File: src/rtl/lc3b_types.sv
// Shared LC-3b types for the BTB write-side controller: word type, BTB
// geometry, the queued update record and the update FSM state encoding.
package lc3b_types;

   typedef logic [15:0] lc3b_word;

   localparam int BTB_WAYS = 4;

   typedef struct packed {
      lc3b_word pc;
      lc3b_word target;
   } btb_upd_entry_t;

   typedef enum logic [1:0] {
      IDLE   = 2'd0,
      LOOKUP = 2'd1,
      WRITE  = 2'd2
   } btb_upd_state_t;

endpackage

File: src/rtl/btb_way_pick.sv
// Combinational way selection for a BTB update: lowest matching way on a hit,
// otherwise the tree pseudo-LRU victim.
module btb_way_pick
   import lc3b_types::*;
(
   input  logic       wb_hit,
   input  logic       wb_comp0_out,
   input  logic       wb_comp1_out,
   input  logic       wb_comp2_out,
   input  logic       wb_comp3_out,
   input  logic [2:0] lru_out,
   output logic [1:0] way
);

   always_comb begin
      way = 2'd0;
      if (wb_hit) begin
         if (wb_comp0_out)      way = 2'd0;
         else if (wb_comp1_out) way = 2'd1;
         else if (wb_comp2_out) way = 2'd2;
         else if (wb_comp3_out) way = 2'd3;
      end else begin
         // bit 0 picks the half, bit 1 / bit 2 pick the way within it
         way = lru_out[0] ? {1'b1, lru_out[2]} : {1'b0, lru_out[1]};
      end
   end

endmodule

File: src/rtl/btb_update_ctrl.sv
// Write-side BTB controller: queues resolved taken branches and drains each
// one via a borrowed lookup and a single-cycle way write.
// Optional statistics counters are enabled with `define BTB_UPDATE_STATS_EN.
//
// state  | meaning
// IDLE   | FIFO empty, nothing in flight
// LOOKUP | requesting the BTB read port for the head PC; way latched on grant
// WRITE  | one-cycle way write + LRU update, head popped at the edge
module btb_update_ctrl
   import lc3b_types::*;
#(
   parameter int DEPTH = 4
) (
   input  logic     clk,
   input  logic     reset,
   input  logic     res_valid,
   input  logic     res_taken,
   input  lc3b_word res_pc,
   input  lc3b_word res_target,
   output logic     res_ready,
   output logic     btb_rd_req,
   input  logic     btb_rd_gnt,
   input  logic     wb_hit,
   input  logic     wb_comp0_out,
   input  logic     wb_comp1_out,
   input  logic     wb_comp2_out,
   input  logic     wb_comp3_out,
   input  logic [2:0] lru_out,
   output lc3b_word old_pc_addr,
   output lc3b_word wb_addr,
   output logic     wb_enable,
   output logic     way0_write,
   output logic     way1_write,
   output logic     way2_write,
   output logic     way3_write,
   output logic     lru_load,
`ifdef BTB_UPDATE_STATS_EN
   output logic [15:0] stat_installs,
   output logic [15:0] stat_updates,
   output logic [15:0] stat_discards,
`endif
   output logic     upd_busy
);

   localparam int PW = $clog2(DEPTH);

   btb_upd_entry_t r_mem [DEPTH];
   logic [PW-1:0]  r_wr_ptr;
   logic [PW-1:0]  r_rd_ptr;
   logic [PW:0]    r_count;
   logic [PW:0]    w_count_nxt;
   logic           w_full;
   logic           w_empty;
   logic           w_xfer;
   logic           w_push;
   logic           w_pop;

   btb_upd_state_t r_state;
   btb_upd_state_t w_state_nxt;
   logic [1:0]     r_way;
   logic [1:0]     w_pick;
   logic           r_hit;

   assign w_full    = (r_count == (PW+1)'(DEPTH));
   assign w_empty   = (r_count == '0);
   assign res_ready = !w_full;
   assign w_xfer    = res_valid && res_ready;
   assign w_push    = w_xfer && res_taken;
   assign w_pop     = (r_state == WRITE);
   assign w_count_nxt = r_count + (PW+1)'(w_push) - (PW+1)'(w_pop);

   always_ff @(posedge clk) begin
      if (w_push) begin
         r_mem[r_wr_ptr] <= '{pc: res_pc, target: res_target};
      end
   end

   always_ff @(posedge clk) begin
      if (reset) begin
         r_wr_ptr <= '0;
         r_rd_ptr <= '0;
         r_count  <= '0;
      end else begin
         if (w_push) r_wr_ptr <= r_wr_ptr + PW'(1);
         if (w_pop)  r_rd_ptr <= r_rd_ptr + PW'(1);
         r_count <= w_count_nxt;
      end
   end

   assign old_pc_addr = w_empty ? '0 : r_mem[r_rd_ptr].pc;
   assign wb_addr     = w_empty ? '0 : r_mem[r_rd_ptr].target;
   assign upd_busy    = !w_empty || (r_state != IDLE);

   btb_way_pick u_way_pick (
      .wb_hit       (wb_hit),
      .wb_comp0_out (wb_comp0_out),
      .wb_comp1_out (wb_comp1_out),
      .wb_comp2_out (wb_comp2_out),
      .wb_comp3_out (wb_comp3_out),
      .lru_out      (lru_out),
      .way          (w_pick)
   );

   always_ff @(posedge clk) begin
      if (reset) begin
         r_state <= IDLE;
         r_way   <= 2'd0;
         r_hit   <= 1'b0;
      end else begin
         r_state <= w_state_nxt;
         if (r_state == LOOKUP && btb_rd_gnt) begin
            r_way <= w_pick;
            r_hit <= wb_hit;
         end
      end
   end

   always_comb begin
      w_state_nxt = r_state;
      btb_rd_req  = 1'b0;
      wb_enable   = 1'b0;
      lru_load    = 1'b0;
      way0_write  = 1'b0;
      way1_write  = 1'b0;
      way2_write  = 1'b0;
      way3_write  = 1'b0;
      case (r_state)
         IDLE: begin
            if (!w_empty) w_state_nxt = LOOKUP;
         end
         LOOKUP: begin
            btb_rd_req = 1'b1;
            if (btb_rd_gnt) w_state_nxt = WRITE;
         end
         WRITE: begin
            wb_enable  = 1'b1;
            lru_load   = 1'b1;
            way0_write = (r_way == 2'd0);
            way1_write = (r_way == 2'd1);
            way2_write = (r_way == 2'd2);
            way3_write = (r_way == 2'd3);
            // a same-cycle enqueue keeps the FIFO non-empty after the pop
            w_state_nxt = (w_count_nxt != '0) ? LOOKUP : IDLE;
         end
         default: w_state_nxt = IDLE;
      endcase
   end

`ifdef BTB_UPDATE_STATS_EN
   always_ff @(posedge clk) begin
      if (reset) begin
         stat_installs <= '0;
         stat_updates  <= '0;
         stat_discards <= '0;
      end else begin
         if (w_pop && !r_hit && stat_installs != 16'hFFFF)
            stat_installs <= stat_installs + 16'd1;
         if (w_pop && r_hit && stat_updates != 16'hFFFF)
            stat_updates <= stat_updates + 16'd1;
         if (w_xfer && !res_taken && stat_discards != 16'hFFFF)
            stat_discards <= stat_discards + 16'd1;
      end
   end
`endif

endmodule
File: config.mk
export PLATFORM = sky130hd
export DESIGN_NAME = btb_update_ctrl
export DESIGN_NICKNAME = d
export VERILOG_FILES = /design/src/rtl/lc3b_types.sv /design/src/rtl/btb_way_pick.sv /design/src/rtl/btb_update_ctrl.sv
export SDC_FILE = /design/constraint.sdc
export NUM_CORES = 1
export LEC_CHECK = 0
export CAP_MARGIN = 30
export CORE_MARGIN = 8
export CORE_UTILIZATION = 53
export DETAILED_ROUTE_END_ITERATION = 12
export PLACE_DENSITY_LB_ADDON = 0.12
export SYNTH_ARGS = -nofsm -noshare
export SYNTH_HDL_FRONTEND = slang
export SYNTH_SLANG_ARGS = --single-unit
export TNS_END_PERCENT = 5
File: constraint.sdc
create_clock -name clk -period 3.1 [get_ports clk]
set_clock_uncertainty 0.1 [all_clocks]
set_input_delay 0.62 -clock clk [delete_from_list [all_inputs] [get_ports clk]]
set_output_delay 0.62 -clock clk [all_outputs]
set_load 0.01 [all_outputs]
==> results by group <==
Outcome
  – Status: finished, final reports clean

STA
  – Final setup vio count: 0
  – Slew headroom: between 60% and 70%
  – Final Max Slew Viols: 0
  – Final hold viol count: 0
  – Tmin final: 2987 ps
  – TNS Setup: 0 ps
  – Slew @ Worst Pin: 501.6 ps
  – Max Clk Rate: around 330 MHz
  – Final worst slack: 112.8 ps
  – Final Cycle Share: 96.36%
  – WHS: between 400 and 500 ps
  – RSZ-0062 raised after global routing: no

Placement
  – PortBufs: 85
  – Final Wtd Congestion: 0.7591
  – Post-DP HPWL: 6.922 mm
  – Setup WS pre-CTS: -58.67 ps
  – Placed cell area: 6683 um^2

Die
  – Die height: 118.9 um
  – Die width: between 100 and 150 um
  – Die ar.: 14130 um^2
  – Rows: 37
  – I/O pin cnt: 86
  – Starting density of the core: between 50% and 60%
  – Placeable Area: 10320 um^2

Cells and area
  – Area delta synth->final: 30.61%
  – Share of post-route cells with drive strength above 1: about a fifth
  – Final Util: 70.95%
  – Most common cell after layout, fill and taps aside: edfxtp_1
  – Finished Cell Area: 7325 um^2
  – Final nets: 445
  – Antenna diodes: 0
  – Commonest cells after routing, fill and taps aside: 128 x edfxtp_1, 85 x clkdlybuf4s50_1, 30 x mux4_2, 28 x nor2b_1, 16 x clkbuf_16
  – Layout fillers: between 600 and 700

GRT
  – Largest net degree at the start of global routing: 23
  – First-pass GRT wire length: 17.09 mm
  – Gr usage total: 15.94%
  – Vias in the first global route: around 3.2k
  – Antenna violations before repair: 0
  – GRT overflow: 0

Detailed routing
  – Via Count: 2894
  – DRC violations left: 0
  – Initial DRC Count: 138
  – Final ANT Viol Nets: 0
  – Wire per inst: 19.64 um
  – Vias per cell: 5.339
  – Final wirelength: 10.65 mm
  – Pre-Repair DR Iteration Count: 4

Clock tree
  – Clk sinks: 141
  – TritonCTS Buffers: 17
  – CTS tree: done
  – Bufs on Longest Clock Path: 2
  – Worst-path clk slew: 60 ps
  – Clock H-tree levels: 4
  – Clock root cell: clkbuf_8
  – Worst skew pair latency: just over 500 ps
  – Post-CTS Hold Fix Bufs: 0

Setup path
  – CP Launch Type: flip-flop
  – WS Path Type: flip-flop to output pin
  – Critical path's slowest cell: mux4_2
  – Worst r2r src: r_count[2]$_SDFF_PP0_
  – Critical Path RT: 2380 ps
  – Worst R2R End: r_state[0]$_SDFFE_PP0P_
  – CP Max Fanout: 6
  – Worst reg2reg path depth: 10
  – CP arrival: 2270 ps
  – Flop2flop setup slack: 510 ps
  – Worst setup EP type: output pin
  – Slowest stage delay, CP: 520 ps
  – Crit path cell chain: buf_4 > mux4_2 > nor2b_1 > clkdlybuf4s50_1

Pwr
  – VDD IR max: approximately 0.00038 V
  – Pwr dens: 772.6 nW/um^2
  – Leak Pwr: 2.480 nW

Yosys
  – EDFF count, synth: 128
  – Mapped Nets: 335
  – Netlist cell types: 36
  – Mapped cell area: 5608 um^2
  – Cells after synthesis: 283
  – Synth Flop Type: edfxtp_1
  – FFs w/ async S/R, synth: 0%
  – Sequential share of the synthesized area: 73.18%
  – Yosys reg bits: 141
  – Syn avg cell area: 19.82 um^2
  – YS warnings: 0

Flow run
  – Max Cap Viol: 0

Worst hold path
  – Worst Hold End: r_state[0]$_SDFFE_PP0P_
  – Hold_sp: r_state[0]$_SDFFE_PP0P_
  – Tightest Hold Check Type: flip-flop to flip-flop
  – Worst hold path depth: 1
==> sequential cells by signal, summed over array words and instances, names as in the netlist, named ones only <==
name,flops
r_count,3
r_mem,128
r_rd_ptr,2
r_state,2
r_way,2
r_wr_ptr,2
==> synthesized netlist by cell type, types with 2 or more instances <==
cell        n  area share (%)
a21oi_1     2            0.18
a311oi_1    2            0.31
and2b_1    12             1.6
and3_1      5            0.56
and3b_1     2            0.31
buf_12      3             1.1
buf_2       3            0.27
clkbuf_1    4            0.27
dfxtp_1    13             4.6
edfxtp_1  128              69
ha_1        6             1.3
inv_1       8            0.54
mux4_1      2            0.94
mux4_2     30              12
nand2_1     3            0.20
nand2b_1    2            0.22
nand3_1     2            0.18
nor2_1      8            0.54
nor2b_1    28             3.1
nor3b_1     2            0.27
o21ai_0     3            0.27
==> cells by family after synthesis <==
logic type | count (synthesis) | synth area share (%)
AOI/OAI and AO/OA | 9 | 1.049
xor gates and xnor gates | 3 | 0.7140
adders and majority gates | 7 | 1.696
buffers and inverters | 20 | 2.477
DFF | 141 | 73.18
muxes | 33 | 13.16
and+or+nand+nor | 70 | 7.720
==> per-layer routing <==
| metal | wire [um] | vias to the layer above | part of all wire, % | GRT usage (%) |
|---|---|---|---|---|
| met3 | 677 | 17 | 6.4 | 6.708 |
| met1 | 4228 | 1456 | 40 | 17.46 |
| met4 | 200 | 0 | 1.9 | 6.087 |
| li1 | - | 1337 | - | - |
| met5 | 0 | - | 0 | 0 |
| met2 | 5539 | 84 | 52 | 27.16 |
==> where the power goes <==
| part | internal (mW) | total (mW) | switching, mW |
|---|---|---|---|
| Sequential | 2.19 | 2.25 | 0.0580 |
| Clock | 1.38 | 2.10 | 0.725 |
| Combinational | 0.738 | 1.31 | 0.570 |
| Total | 4.31 | 5.66 | 1.35 |
==> worst max-delay path by stage <==
stage / start / end / slack, ps / cells past startpoint
floorplan: res_valid / r_state[0]$_SDFFE_PP0P_ / 600 / 10
global placement: res_valid / r_state[0]$_SDFFE_PP0P_ / 30 / 11
detailed placement: res_taken / r_state[0]$_SDFFE_PP0P_ / -60 / 11
CTS: flip-flop / old_pc_addr[1] / 60 / 4
global route: flip-flop / old_pc_addr[3] / 2 / 4
finish: flip-flop / old_pc_addr[1] / 110 / 4
==> area by class of cell <==
| class | instances | area (um^2) | area share [%] |
|---|---|---|---|
| repair buffers | 103 | 1023 | 13.97 |
| well taps | 136 | 170.2 | 2.323 |
| multi-input cells | 122 | 1375 | 18.77 |
| clock inverters | 13 | 195.2 | 2.665 |
| flip-flops and latches | 141 | 4109 | 56.10 |
| inverters | 8 | 30.03 | 0.4100 |
| clock buffers | 19 | 421.7 | 5.757 |
==> what timing repair did <==
| item | 4_1_cts | 5_1_grt |
|---|---|---|
| hold endpoints to repair | 0 | 0 |
| setup endpoints to repair | 25 | 0 |
| setup buffers | 3 | 0 |
| resized for setup | 1 | 0 |
==> worst max-delay path, delay by kind of cell, from the launching register on <==
family	cells	cell delay (ps)
DFF	1	410
and+or+nand+nor	1	140
muxes	1	520
buffers and inverters	2	690
==> per-stage QoR <==
stage	instances	power, mW
2_1_floorplan	283	2.909
3_3_place_gp	507	3.601
3_5_place_dp	507	3.613
4_1_cts	542	5.722
5_1_grt	542	5.902
6_report	542	5.659
Power figures use the tool's default switching activity.
